[config.mk]
export PLATFORM = sky130hd
export DESIGN_NAME = uart_rxd
export DESIGN_NICKNAME = d
export VERILOG_FILES = /design/src/rtl/uart_pkg.sv /design/src/rtl/uart_rx_baud.sv /design/src/rtl/uart_rxd.sv
export SDC_FILE = /design/constraint.sdc
export NUM_CORES = 1
export LEC_CHECK = 0
export ABC_CLOCK_PERIOD_IN_PS = 2810
export BUFFER_PORTS_ARGS = -buffer_cell sky130_fd_sc_hd__buf_2
export CAP_MARGIN = 5
export CORE_ASPECT_RATIO = 0.9
export CORE_UTILIZATION = 53
export DETAILED_ROUTE_END_ITERATION = 7
export GPL_ROUTABILITY_DRIVEN = 0
export PLACE_DENSITY = 0.76
export SETUP_SLACK_MARGIN = 0.2
export SYNTH_ARGS = -nofsm -noshare
export SYNTH_HDL_FRONTEND = slang
export SYNTH_SLANG_ARGS = --single-unit
[constraint.sdc]
create_clock -name clk -period 2.81 [get_ports clk]
set_clock_uncertainty 0.1 [all_clocks]
set_input_delay 0.4215 -clock clk [delete_from_list [all_inputs] [get_ports clk]]
set_output_delay 0.4215 -clock clk [all_outputs]
set_load 0.02 [all_outputs]
[src/rtl/uart_pkg.sv]
// rtl/uart_pkg.sv - shared UART types and constants
// Purpose: FSM state encoding shared by the UART transmitter and receiver,
//          parity-kind encodings and the default bit-period divisor.
// Ports:   none (package).
package uart_pkg;

    typedef enum logic [2:0] {
        IDLE,
        START,
        DATA,
        PARITY,
        STOP
    } uart_state_t;

    localparam logic PARITY_ODD  = 1'b1;
    localparam logic PARITY_EVEN = 1'b0;

    // 9600 bps from the system clock
    localparam int unsigned DEFAULT_CLK_DIV = 32'h0000_28B0;

endpackage

[src/rtl/uart_rx_baud.sv]
// rtl/uart_rx_baud.sv - bit-period counter for the UART receiver
// Purpose: counts clk from a clear; flags the half-bit and full-bit sample
//          points (shifted later by TICK_OFS clk when samples are voted).
// Ports:   clk, rst       - clock, synchronous active-high reset
//          clr            - zero the count on the next edge
//          en             - count enable
//          half_tick      - count is at the half-bit sample point
//          full_tick      - count is at the full-bit sample point
module uart_rx_baud #(
    parameter int unsigned CLK_DIV  = 16,
    parameter int unsigned HALF_DIV = CLK_DIV / 2,
    parameter int unsigned TICK_OFS = 0
) (
    input  logic clk,
    input  logic rst,
    input  logic clr,
    input  logic en,
    output logic half_tick,
    output logic full_tick
);

    localparam logic [15:0] HALF_PT = 16'(HALF_DIV - 1 + TICK_OFS);
    localparam logic [15:0] FULL_PT = 16'(CLK_DIV - 1 + TICK_OFS);

    logic [15:0] cnt;

    always_ff @(posedge clk) begin
        if (rst || clr) begin
            cnt <= 16'd0;
        end else if (en) begin
            cnt <= cnt + 16'd1;
        end
    end

    assign half_tick = en && (cnt == HALF_PT);
    assign full_tick = en && (cnt == FULL_PT);

endmodule

[src/rtl/uart_rxd.sv]
// rtl/uart_rxd.sv - UART serial receiver (8 data bits, optional parity)
// Purpose: deserialises frames from rxd into a 16-bit data word with a ready
//          flag and sticky parity / framing / overrun flags.
// Macro:   UART_RX_MAJORITY_EN - 2-of-3 voted samples and 2-clk start-edge
//          qualification; undefined gives single-point sampling.
// Ports:   clk, rst                - clock, synchronous active-high reset
//          rxd                     - asynchronous serial input, idle high
//          parity_en, parity_kind  - parity enable, 1 = odd / 0 = even
//          rd_ack                  - CPU read strobe for the data register
//          rx_data                 - {8'h00, received byte}
//          rx_ready                - unread byte held in rx_data
//          parity_err, frame_err   - sticky error flags of the last byte
//          overrun                 - sticky, a byte was dropped
//          busy                    - receiver is inside a frame
module uart_rxd
    import uart_pkg::*;
#(
    parameter int unsigned CLK_DIV  = DEFAULT_CLK_DIV,
    parameter int unsigned HALF_DIV = CLK_DIV / 2
) (
    input  logic        clk,
    input  logic        rst,
    input  logic        rxd,
    input  logic        parity_en,
    input  logic        parity_kind,
    input  logic        rd_ack,
    output logic [15:0] rx_data,
    output logic        rx_ready,
    output logic        parity_err,
    output logic        frame_err,
    output logic        overrun,
    output logic        busy
);

    uart_state_t state, state_n;

    logic       sync1, rxs, rxs_q;
    logic       fall, sample, tick, done;
    logic       half_tick, full_tick;
    logic [7:0] shreg, rx_byte;
    logic [2:0] bit_idx;
    logic       p_en, p_kind, perr_pend;

    always_ff @(posedge clk) begin
        if (rst) begin
            sync1 <= 1'b1;
            rxs   <= 1'b1;
            rxs_q <= 1'b1;
        end else begin
            sync1 <= rxd;
            rxs   <= sync1;
            rxs_q <= rxs;
        end
    end

`ifdef UART_RX_MAJORITY_EN
    localparam int unsigned TICK_OFS = 1;
    logic rxs_qq;

    always_ff @(posedge clk) begin
        if (rst) rxs_qq <= 1'b1;
        else     rxs_qq <= rxs_q;
    end

    // Decision taken one clk after the nominal point: rxs_qq/rxs_q/rxs hold
    // the line at point-1, point and point+1.
    assign fall   = rxs_qq && !rxs_q && !rxs;
    assign sample = (rxs_qq & rxs_q) | (rxs_qq & rxs) | (rxs_q & rxs);
`else
    localparam int unsigned TICK_OFS = 0;

    assign fall   = rxs_q && !rxs;
    assign sample = rxs;
`endif

    // Counter sits at zero in IDLE and restarts after every sample, so each
    // bit period is measured from the previous sample point.
    uart_rx_baud #(
        .CLK_DIV (CLK_DIV),
        .HALF_DIV(HALF_DIV),
        .TICK_OFS(TICK_OFS)
    ) u_baud (
        .clk      (clk),
        .rst      (rst),
        .clr      ((state == IDLE) || tick),
        .en       (1'b1),
        .half_tick(half_tick),
        .full_tick(full_tick)
    );

    always_ff @(posedge clk) begin
        if (rst) state <= IDLE;
        else     state <= state_n;
    end

    always_comb begin
        state_n = state;
        tick    = 1'b0;
        case (state)
            IDLE: begin
                if (fall) state_n = START;
            end
            START: begin
                tick = half_tick;
                if (tick) state_n = sample ? IDLE : DATA;
            end
            DATA: begin
                tick = full_tick;
                if (tick && bit_idx == 3'd7) state_n = p_en ? PARITY : STOP;
            end
            PARITY: begin
                tick = full_tick;
                if (tick) state_n = STOP;
            end
            STOP: begin
                tick = full_tick;
                if (tick) state_n = IDLE;
            end
            default: state_n = IDLE;
        endcase
    end

    assign done = (state == STOP) && tick;

    always_ff @(posedge clk) begin
        if (rst) begin
            shreg      <= 8'h00;
            bit_idx    <= 3'd0;
            p_en       <= 1'b0;
            p_kind     <= 1'b0;
            perr_pend  <= 1'b0;
            rx_byte    <= 8'h00;
            rx_ready   <= 1'b0;
            parity_err <= 1'b0;
            frame_err  <= 1'b0;
            overrun    <= 1'b0;
        end else begin
            if (state == IDLE && fall) begin
                p_en      <= parity_en;
                p_kind    <= parity_kind;
                perr_pend <= 1'b0;
                bit_idx   <= 3'd0;
            end
            if (state == DATA && tick) begin
                shreg   <= {sample, shreg[7:1]};
                bit_idx <= bit_idx + 3'd1;
            end
            if (state == PARITY && tick) begin
                perr_pend <= (sample != (^shreg ^ p_kind));
            end

            // A read in the completion cycle consumes the old byte, so the
            // new one is accepted rather than counted as an overrun.
            if (done) begin
                if (!rx_ready || rd_ack) begin
                    rx_byte    <= shreg;
                    rx_ready   <= 1'b1;
                    parity_err <= perr_pend;
                    frame_err  <= ~sample;
                    if (rd_ack) overrun <= 1'b0;
                end else begin
                    overrun <= 1'b1;
                end
            end else if (rd_ack) begin
                rx_ready   <= 1'b0;
                parity_err <= 1'b0;
                frame_err  <= 1'b0;
                overrun    <= 1'b0;
            end
        end
    end

    assign rx_data = {8'h00, rx_byte};
    assign busy    = (state != IDLE);

endmodule

## After elaboration in Yosys (flattened, before gate mapping)

Cells that the tools add are included.

| word-level totals | value |
|---|---|
| register bits | 48 |
| input bits | 6 |
| word-level logic and storage cells | 77 |

| cells by class | value |
|---|---|
| $add $sub $neg | 2 |
| eq/ne operators | 14 |
| mux-type cells | 23 |
| bitwise gates (word level) | 2 |
| reductions and logical operators | 21 |

Operators by type and width:

| cell | number |
|---|---|
| $mux W3 | 8 |
| $add A16 B1 Y16 const B | 1 |
| $eq A16 B13 Y1 const B | 1 |
| $eq A16 B14 Y1 const B | 1 |
| $pmux W3 S5 | 1 |
| $mux W1 | 12 |
| $ne A2 B2 Y1 const B | 5 |
| $reduce_xor A8 Y1 | 1 |
| $eq A3 B2 Y1 const B | 2 |
| $eq A3 B3 Y1 const B | 2 |
| $logic_and A1 B1 Y1 | 6 |
| $reduce_bool A2 Y1 | 3 |
| $reduce_and A5 Y1 | 1 |
| $reduce_and A2 Y1 | 2 |
| $add A3 B1 Y3 const B | 1 |
| $eq A3 B1 Y1 const B | 1 |
| $logic_not A3 Y1 | 1 |
| $logic_or A1 B1 Y1 | 3 |
| $reduce_bool A3 Y1 | 1 |
| $reduce_or A3 Y1 | 1 |
| $logic_not A1 Y1 | 2 |
| $mux W2 | 1 |
| $ne A2 B1 Y1 const B | 1 |
| $pmux W1 S2 | 1 |
| other kinds (3) | 3 |

## Logic depth before layout (Yosys ltp)

Gate-level depths: netlist (run 1).

| depth | value |
|---|---|
| word-level depth | 6 |
| depth in mapped cells | 7 |
| depth with buffers taken out | 6 |

## Modules after synthesis

Synthesis (run 1) repeated with hierarchy kept, for this count alone.

| second synthesis, totals | value |
|---|---|
| cells, all modules | 267 |
| area, all modules | 2263.4 µm² |

Modules (own cells, without submodules):

| module | times used | cells each | area an instance (µm²) |
|---|---|---|---|
| uart_rxd | 1 | 176 | 1482.7 |
| uart_rx_baud | 1 | 91 | 780.7 |

## Worst setup path before layout (run 1)

OpenSTA, ideal clock, no wires.

| timing | value |
|---|---|
| path kind | register to register |
| from | register u_baud.cnt[12] |
| to | register u_baud.cnt[10] |
| setup time | 0.117 ns |
| arrival | 1.944 ns |
| data required time | 2.593 ns |
| slack | 0.649 ns |
| cell stages (with the launch flop) | 6 |
| path buffers | 1 |
| period minus slack after synthesis | 2.161 ns |
| path through | dfxtp_1 > or4b_1 > nor4_2 > a221o_2 > buf_2 > nor2_1 |

| between the ends | value |
|---|---|
| word-level cells in the longest chain between the ends | 4 |
| elaborated cells between the ends (all ways) | 5 |

Ends and longest elaborated chain:

| element | line | text |
|---|---|---|
| start: declaration | uart_rx_baud.sv:25 | `logic [15:0] cnt;` |
| start signal: assignment | uart_rx_baud.sv:31 | `cnt <= cnt + 16'd1;` |
| $eq A16 B14 Y1 / $eq A16 B13 Y1 (equally long branches) | uart_rx_baud.sv:36, uart_rx_baud.sv:35 |  |
| $pmux W1 S2 * | uart_rxd.sv:99 | `case (state)` |
| $logic_or A1 B1 Y1 * | uart_rxd.sv:85 | `.clr ((state == IDLE) \|\| tick),` |
| $logic_or A1 B1 Y1 * | uart_rx_baud.sv:28 | `if (rst \|\| clr) begin` |

Mark *: on every way between the ends. The rest lies on a longest branch, timed or not.
A chain may end at the register's enable or synchronous reset.

## Worst setup path in the final report (run 1)

| timing | value |
|---|---|
| from | register u_baud.cnt[9] |
| to | register state[1] |

| between the ends | value |
|---|---|
| word-level cells in the longest chain between the ends | 4 |
| elaborated cells between the ends (all ways) | 8 |

Ends and longest elaborated chain:

| element | line | text |
|---|---|---|
| $eq A16 B14 Y1 | uart_rx_baud.sv:36 | `assign full_tick = en && (cnt == FULL_PT);` |
| $logic_and A1 B1 Y1 | uart_rxd.sv:109 | `if (tick && bit_idx == 3'd7) state_n = p_en ? PARITY : STOP;` |
| $ne A2 B2 Y1 (no line) | - |  |
| $reduce_and A5 Y1 (no line) * | - |  |
| end signal: assignment | uart_rxd.sv:93 | `else state <= state_n;` |
| end: declaration | uart_rxd.sv:35 | `uart_state_t state, state_n;` |

Marked as above.

==> results of run 1 <==
per-stage QoR:
stage               hold slack [ns]  instances  total power, W  setup WS (ns)
detailed placement            0.294        320        0.000811          0.453
global placement              0.295        320        0.000810          0.481
floorplan                     0.289        272        0.000797          0.649
CTS                           0.201        328         0.00130          0.430
finish                        0.200        328         0.00129          0.412
global route                  0.195        328         0.00135          0.206
final timing paths:
kind                 startpoint        to  slack, ns  cells after the start
setup / recovery  u_baud.cnt[9]  state[1]       0.41                      4
hold / removal              rxd     sync1       0.20                      2
setup reg to reg  u_baud.cnt[9]  state[1]       0.41                      4
hold reg to reg           sync1       rxs       0.31                      1
registers in the layout, indices dropped and copies added, names as in the netlist, 3 cells and up:
name / count
bit_idx: 3
rx_byte: 8
shreg: 8
state: 3
u_baud.cnt: 16
report_power, final:
group / total, W / switching [W] / internal, W
clock network: 0.000499 / 0.000236 / 0.000263
registers: 0.000707 / 0.0000182 / 0.000688
logic: 0.0000887 / 0.0000587 / 0.0000300
final cells by class:
| class | instances | area (sq um) |
|---|---|---|
| fillers | 360 | 1610 |
| multi-input cells | 196 | 1200 |
| flip-flops and latches | 48 | 961 |
| repair buffers | 24 | 135 |
| clock buffers | 5 | 68.8 |
| well taps | 48 | 60.1 |
| clock inverters | 3 | 42.5 |
| inverters | 4 | 15.0 |
cell usage in the layout, fill, tap and decap left out, types with 5 or more instances in the layout:
master / netlist / layout
dfxtp_1: 48 / 48
a21oi_1: 26 / 26
nand3_1: 22 / 22
o21ai_0: 22 / 22
nor2_1: 20 / 20
buf_2: 3 / 18
xnor2_1: 12 / 12
nand4_1: 10 / 10
nand2_1: 8 / 8
conb_1: 1 / 8
or3_1: 7 / 7
xor2_1: 6 / 6
buf_4: 8 / 6
and3_1: 5 / 5
clkbuf_8: 0 / 5
cells by family (layout without fill, tap and decap cells):
kind of cell,Yosys count,in the layout
muxes,2,2
xor gates and xnor gates,19,19
and+or+nand+nor,100,100
DFF,48,48
AOI/OAI and AO/OA,64,64
other,1,8
buffers and inverters,28,36
adders and majority gates,3,3
metal layers:
layer  wire length (um)  global-route usage, %
met5                  0                      0
met4                 55                   8.25
met3                241                   4.89
met2               2050                   32.0
met1               2390                   30.9
critical path, cell delays in order (launching register included):
cell	delay, ns
dfxtp_1	0.36
or4_1	0.63
or4_1	0.63
buf_4	0.23
a2111oi_0	0.33
==> qor.txt, run 1 <==
outcome: finished with violations
failing checks: design-rule violations
Syn Inst Count: 265
critical path class: reg -> reg
Worst Setup Start Kind: register
CTS tree: done
Synth-to-Final Area Change: 9.53%
Clock Tree Root: clkbuf_8
n_diodes: 0
xor/xnor share of the synthesized area: 7.93%
Final Max Tran Viols: 0
layout cell share with drive strength beyond 1: 13.6%
TritonCTS buffer count: 5
post-synthesis simple-gate area fraction: 24.5%
Critical Path AT: 2.49 ns
Rel. slew slack: 57.7%
fmax: 0.417 GHz
worst slew pin tran: 0.632 ns
YS warnings: 0
Yosys cell types: 44
Seq/Total Area, Yosys: 42.3%
vias in the first global route: 1,647
Most used DFF post-synth: dfxtp_1
Layout Utilization: 60.6%
Synth area leader: dfxtp_1
main combinational cell family by area after synthesis: simple AND/OR/NAND/NOR gates
Clock Path Buffers: 2
Die Wd: 71 um
Async SR Flop Fraction: 0%
max cap viols: 0
via/cell ratio: 5.89
post-layout min period: 2.40 ns
buffers added on ports: 18
final worst path period share: 85.3%
first-pass iteration count of the detailed router: 8
Area contributors post-synth: dfxtp_1, a21oi_1, nand3_1
Worst Hold Class: in -> reg
Final Hold Violating Endpoints: 0
hold_buf cts: 0
GRT Util Overall: 21.7%
H-tree depth: 2
DRT Wirelength: 4740 um
Routed WL per cell: 14.5 um
Pwr Density: 521 nW/um^2
Remaining Overflow, GRT: 0
via count: 1,931
CP Capture Type: register
number of I/O pins: 27
most numerous cell in the Yosys netlist: dfxtp_1
synth cell count leaders: dfxtp_1, a21oi_1, nand3_1, o21ai_0, nor2_1
initial core utilization: 55.4%
# clock sinks: 48
Synth Area in Compound Gates: 16.4%
adder and majority cell fraction of the synthesized area: 1.65%
synthesized flop and latch total: 48
Post-DRT Antenna Nets: 0
# setup viols final: 0
Die Footprint: 4550 sq um
num rows: 22
Post-CTS Setup Repair Bufs: 0
DR iter-0 viols: 179
post-route cell area: 2490 sq um
nets: 288
largest fanout on the critical path: 14
unrepaired setup endpoints after global routing: false
largest net degree at the start of global routing: 34
P_leak: 0.874 nW
Yosys top cell area share: 42.3%
syn avg cell area: 8.57 sq um
DP Area: 2380 sq um
hpwl dp: 3140 um
Skew-Pair Late Insertion Delay: 0.30 ns
required time of the worst setup path: 2.90 ns
Setup TNS Final: 0 ns
number of synthesized flops with an enable pin: 0
CTS clock-pin slew for the worst setup and hold paths: 0.09 ns
Core Area: 4100 sq um
first-pass GRT wire length: 7800 um
Post-Syn Area: 2270 sq um
peak supply drop: 0.000339 V
initial antenna violation count: 0
post_cts resized: 0
mux cell area share after synthesis: 0.882%
Die Ht: 64.1 um
DRC violations left: 4
Power figures use the tool's default switching activity.
==> inputs of run 2 (changes only) <==
- CORE_MARGIN: default -> 2
- HOLD_SLACK_MARGIN: default -> 0.06
==> qor.txt, run 2 (synthesis gave the netlist of run 1 again) <==
Biggest register: u_baud.cnt
# setup viols final: 0 (unchanged)
Layout Utilization: 60.6% (unchanged)
Reg2Reg Depth: 5 (+1)
Worst Setup Start Kind: register
Die Wd: 73 um (+2.8%)
CP Capture Type: register
commonest non-fill, non-tap cell in the layout: dfxtp_1
vias in the first global route: 1,726 (+4.8%)
Pwr Density: 526 nW/um^2 (+0.97%)
initial core utilization: 55.4% (unchanged)
number of I/O pins: 27 (unchanged)
reg2reg start: u_baud.cnt[12]
Worst Hold Class: in -> reg
Clock Path Buffers: 2 (unchanged)
DRT Wirelength: 4720 um (-0.49%)
footprint of the multi-input gates: 1210 sq um (+0.31%)
first-pass GRT wire length: 8100 um (+3.9%)
layout cell share with drive strength beyond 1: 13.6% (+0.049 points)
largest fanout on the critical path: 14 (unchanged)
first-pass iteration count of the detailed router: 4 (-4)
CP cell instances: or4b_1 -> or4_4 -> buf_4 -> o211ai_1 -> a21oi_1
worst hold start: rd_ack
unrepaired setup endpoints after global routing: false
Setup TNS Final: 0 ns (unchanged)
num rows: 22 (unchanged)
Core Area: 4100 sq um (unchanged)
fmax: 0.423 GHz (+1.5%)
DR iter-0 viols: 256 (+43%)
Die Footprint: 4830 sq um (+6.0%)
final worst path period share: 84.1% (-1.2 points)
hpwl dp: 3250 um (+3.6%)
max reg flops: 16 (unchanged)
P_leak: 0.872 nW (-0.22%)
Reg area: 961 sq um (unchanged)
final worst setup slack: 0.446 ns (+0.0347 ns)
H-tree depth: 2 (unchanged)
R2R Setup Slk: 0.45 ns (+0.03 ns)
Crit-path slowest cell: or4_4
outcome: finished clean
Die Ht: 66.1 um (+3.1%)
Clock Tree Root: clkbuf_8
via/cell ratio: 5.88 (about the same)
Skew-Pair Late Insertion Delay: 0.31 ns (about the same)
Fillers: 369 (+2.5%)
Synth-to-Final Area Change: 9.53% (unchanged)
critical path class: reg -> reg
peak supply drop: 0.000299 V (-12%)
crit-path max cell delay: 0.64 ns (about the same)
CTS clock-pin slew for the worst setup and hold paths: 0.10 ns (about the same)
Final Max Tran Viols: 0 (unchanged)
initial antenna violation count: 0 (unchanged)
# clock sinks: 48 (unchanged)
post-layout min period: 2.36 ns (-0.0347 ns)
Critical Path AT: 2.45 ns (-0.04 ns)
Hold Crit Depth: 2 (unchanged)
GRT Util Overall: 21.5% (-0.23 points)
CTS tree: done
required time of the worst setup path: 2.89 ns (about the same)
Routed WL per cell: 14.4 um (-0.18%)
TritonCTS buffer count: 5 (unchanged)
Remaining Overflow, GRT: 0 (unchanged)
DRC violations left: 0 (-4)
Final Hold Violating Endpoints: 0 (unchanged)
buffers added on ports: 18 (unchanged)
Rel. slew slack: 51.0% (-6.7 points)
most frequent cells in the layout: dfxtp_1, a21oi_1, nand3_1, o21ai_0, nor2_1
Worst Hold End: overrun
Largest regs: u_baud.cnt x16, rx_byte x8, shreg x8
n_diodes: 0 (unchanged)
max cap viols: 0 (unchanged)
nets: 287 (-0.35%)
FF-to-FF End: bit_idx[1]
worst slew pin tran: 0.726 ns (+0.0938 ns)
hold_buf cts: 0 (unchanged)
worst slack at placement: 0.304 ns (-0.149 ns)
hold slack: 0.212 ns (+0.0121 ns)
via count: 1,924 (-0.36%)
largest net degree at the start of global routing: 34 (unchanged)
Post-DRT Antenna Nets: 0 (unchanged)
==> run 2: cell types whose count changed in the layout (fill, tap and decap cells not counted) <==
cell / before / now
clkinv_2: 1 / 0
or4_1: 2 / 1
buf_4: 6 / 5
or4_4: 0 / 1
inv_6: 0 / 1
==> run 2: critical path, delay by kind of cell, from the launching register on <==
kind / cells / cell delay [ns]
AND/OR/NAND/NOR: 2 / 1.25
AO/OA/AOI/OAI: 2 / 0.28
flip-flops: 1 / 0.37
buffers and inverters: 1 / 0.22
==> run 2: timing repair <==
action                     in CTS  in global routing
gates resized for setup         0                  1
hold endpoints to repair        0                  0
setup endpoints to repair       0                 14
setup buffers                   0                  0
==> run 2: final cells by class <==
cell class                 instances  share of cell area, %
inverter                           4                  0.604
tap                               48                   2.41
timing repair buffer              23                   5.13
clock buffer                       5                   2.77
clock inverter                     3                   1.86
sequential                        48                   38.6
multi-input combinational        196                   48.6
==> run 2: power by group <==
| group | internal [W] | switching [W] |
|---|---|---|
| Sequential | 0.000689 | 0.0000181 |
| Combinational | 0.0000301 | 0.0000579 |
| Clock | 0.000268 | 0.000245 |
==> run 2: stage by stage <==
step                      area [sq um]  power, W  cells
final                             2490   0.00131    327
after global routing              2490   0.00136    327
after CTS                         2480   0.00132    327
after detailed placement          2370  0.000809    319
after global placement            2370  0.000808    319
after floorplan                   2300  0.000797    272
==> run 2: metal layers <==
metal | global-route usage (%) | wire length [um] | vias to the layer above
met4 | 7.87 | 54 | 0
li1 | - | - | 971
met3 | 6.10 | 237 | 7
met2 | 29.5 | 2050 | 52
met1 | 31.6 | 2370 | 894
met5 | 0 | 0 | -
==> run 2: worst max path at each step <==
stage | from | to
floorplan | u_baud.cnt[12] | u_baud.cnt[10]
global placement | u_baud.cnt[12] | bit_idx[2]
detailed placement | u_baud.cnt[12] | bit_idx[1]
CTS | u_baud.cnt[12] | bit_idx[1]
global route | u_baud.cnt[12] | shreg[0]
finish | u_baud.cnt[12] | bit_idx[1]
==> inputs of run 3 (changes only) <==
- ABC_CLOCK_PERIOD_IN_PS: 2810 -> 2300
- clock period: 2.81 -> 2.3 ns (I/O delays scaled with it)
==> qor.txt, run 3 (synthesis gave the netlist of run 1 again) <==
most frequent cells in the layout: dfxtp_1, a21oi_1, nand3_1
Reg area: 963 sq um (+0.26%)
Critical Path AT: 2.32 ns (-0.13 ns)
GRT Util Overall: 21.6% (+0.071 points)
buffers added on ports: 18 (unchanged)
post-layout min period: 2.19 ns (-0.173 ns)
H-tree depth: 2 (unchanged)
CTS tree: done
footprint of the multi-input gates: 1250 sq um (+3.5%)
peak supply drop: 0.000423 V (+42%)
vias in the first global route: 1,721 (-0.29%)
Rel. slew slack: 54.9% (+3.9 points)
largest net degree at the start of global routing: 34 (unchanged)
Pwr Density: 570 nW/um^2 (+8.4%)
n_diodes: 0 (unchanged)
# setup viols final: 0 (unchanged)
Synth-to-Final Area Change: 18.6%
Clock Tree Root: clkbuf_8
initial antenna violation count: 0 (unchanged)
required time of the worst setup path: 2.43 ns (-0.46 ns)
DRT Wirelength: 4970 um (+5.3%)
via count: 1,998 (+3.8%)
Die Wd: 73 um (unchanged)
Placed Cells: 329 (+3.1%)
Final Hold Violating Endpoints: 0 (unchanged)
worst slack at placement: 0.0918 ns (-0.212 ns)
final worst setup slack: 0.109 ns (-0.337 ns)
hpwl dp: 3100 um (-4.7%)
Routed WL per cell: 14.6 um (+0.93%)
Setup TNS Final: 0 ns (unchanged)
Hold Crit Depth: 2 (unchanged)
P_leak: 0.985 nW (+13%)
Die Footprint: 4830 sq um (unchanged)
TritonCTS buffer count: 5 (unchanged)
commonest non-fill, non-tap cell in the layout: dfxtp_1
Die Ht: 66.1 um (unchanged)
Fillers: 340 (-7.9%)
Post-DRT Antenna Nets: 0 (unchanged)
worst slew pin tran: 0.668 ns (-0.0585 ns)
DR iter-0 viols: 216 (-16%)
max cap viols: 0 (unchanged)
largest fanout on the critical path: 13 (-1)
Worst Setup Start Kind: register
first-pass iteration count of the detailed router: 7 (+3)
Worst Hold Class: in -> reg
nets: 301 (+4.9%)
critical path class: reg -> reg
via/cell ratio: 5.86 (-0.42%)
Largest regs: u_baud.cnt x16, rx_byte x8, shreg x8
Layout Utilization: 65.7% (+5.0 points)
Reg2Reg Depth: 5 (unchanged)
final non-filler cell total: 341 (+4.3%)
# clock sinks: 48 (unchanged)
number of I/O pins: 27 (unchanged)
CTS clock-pin slew for the worst setup and hold paths: 0.09 ns (about the same)
Core Area: 4100 sq um (unchanged)
max reg flops: 16 (unchanged)
unrepaired setup endpoints after global routing: true
final worst path period share: 95.3% (+11 points)
outcome: finished clean
CP Capture Type: register
Clock Path Buffers: 2 (unchanged)
Biggest register: u_baud.cnt
num rows: 22 (unchanged)
DRC violations left: 0 (unchanged)
hold slack: 0.145 ns (-0.0673 ns)
Remaining Overflow, GRT: 0 (unchanged)
layout cell share with drive strength beyond 1: 21.8% (+8.2 points)
fmax: 0.456 GHz (+7.9%)
first-pass GRT wire length: 8090 um (-0.17%)
Skew-Pair Late Insertion Delay: 0.30 ns (about the same)
hold_buf cts: 0 (unchanged)
initial core utilization: 55.4% (unchanged)
Final Max Tran Viols: 0 (unchanged)
[run 3: area by class of cell]
| type | instances | area share (%) |
|---|---|---|
| tap | 48 | 2.23 |
| clock inverter | 2 | 0.511 |
| inverter | 4 | 0.557 |
| sequential | 48 | 35.8 |
| clock buffer | 6 | 3.07 |
| multi-input combinational | 196 | 46.4 |
| timing repair buffer | 37 | 11.4 |
[run 3: report_power, final]
group,internal (W),switching (W)
Combinational,0.0000535,0.0000879
Clock,0.000246,0.000293
Sequential,0.000842,0.0000118
[run 3: path summary, 6_finish.rpt]
check,startpoint,to,slack [ns]
worst min register to register,sync1,rxs,0.31
worst min-delay path,rd_ack,overrun,0.14
worst max-delay path,u_baud.cnt[14],frame_err,0.11
worst max register to register,u_baud.cnt[14],frame_err,0.11
[run 3: per-stage QoR]
stage	power, W	area [sq um]
2_1_floorplan	0.000973	2320
3_3_place_gp	0.000996	2460
3_5_place_dp	0.000996	2460
4_1_cts	0.00153	2630
5_1_grt	0.00159	2690
6_report	0.00153	2690
[run 3: timing repair]
action                                  4_1_cts  5_1_grt
resized for setup                             4       18
cloned                                        1        1
pin swaps                                     1        1
endpoints found under the setup margin       19       31
setup buffers                                 1        1
[run 3: critical path, stage by stage, from the launching register on]
cell and delay (ns):
dfxtp_2 0.34, or4_4 0.53, or4_4 0.53, buf_8 0.17, or3_1 0.35, a21oi_1 0.12
[run 3: per-layer routing]
layer / GRT usage (%) / routed length (um) / up-vias
met5: 0 / 0 / -
met4: 6.25 / 23 / 0
met3: 5.79 / 259 / 2
met2: 30.7 / 2120 / 56
met1: 31.6 / 2560 / 935
li1: - / - / 1005
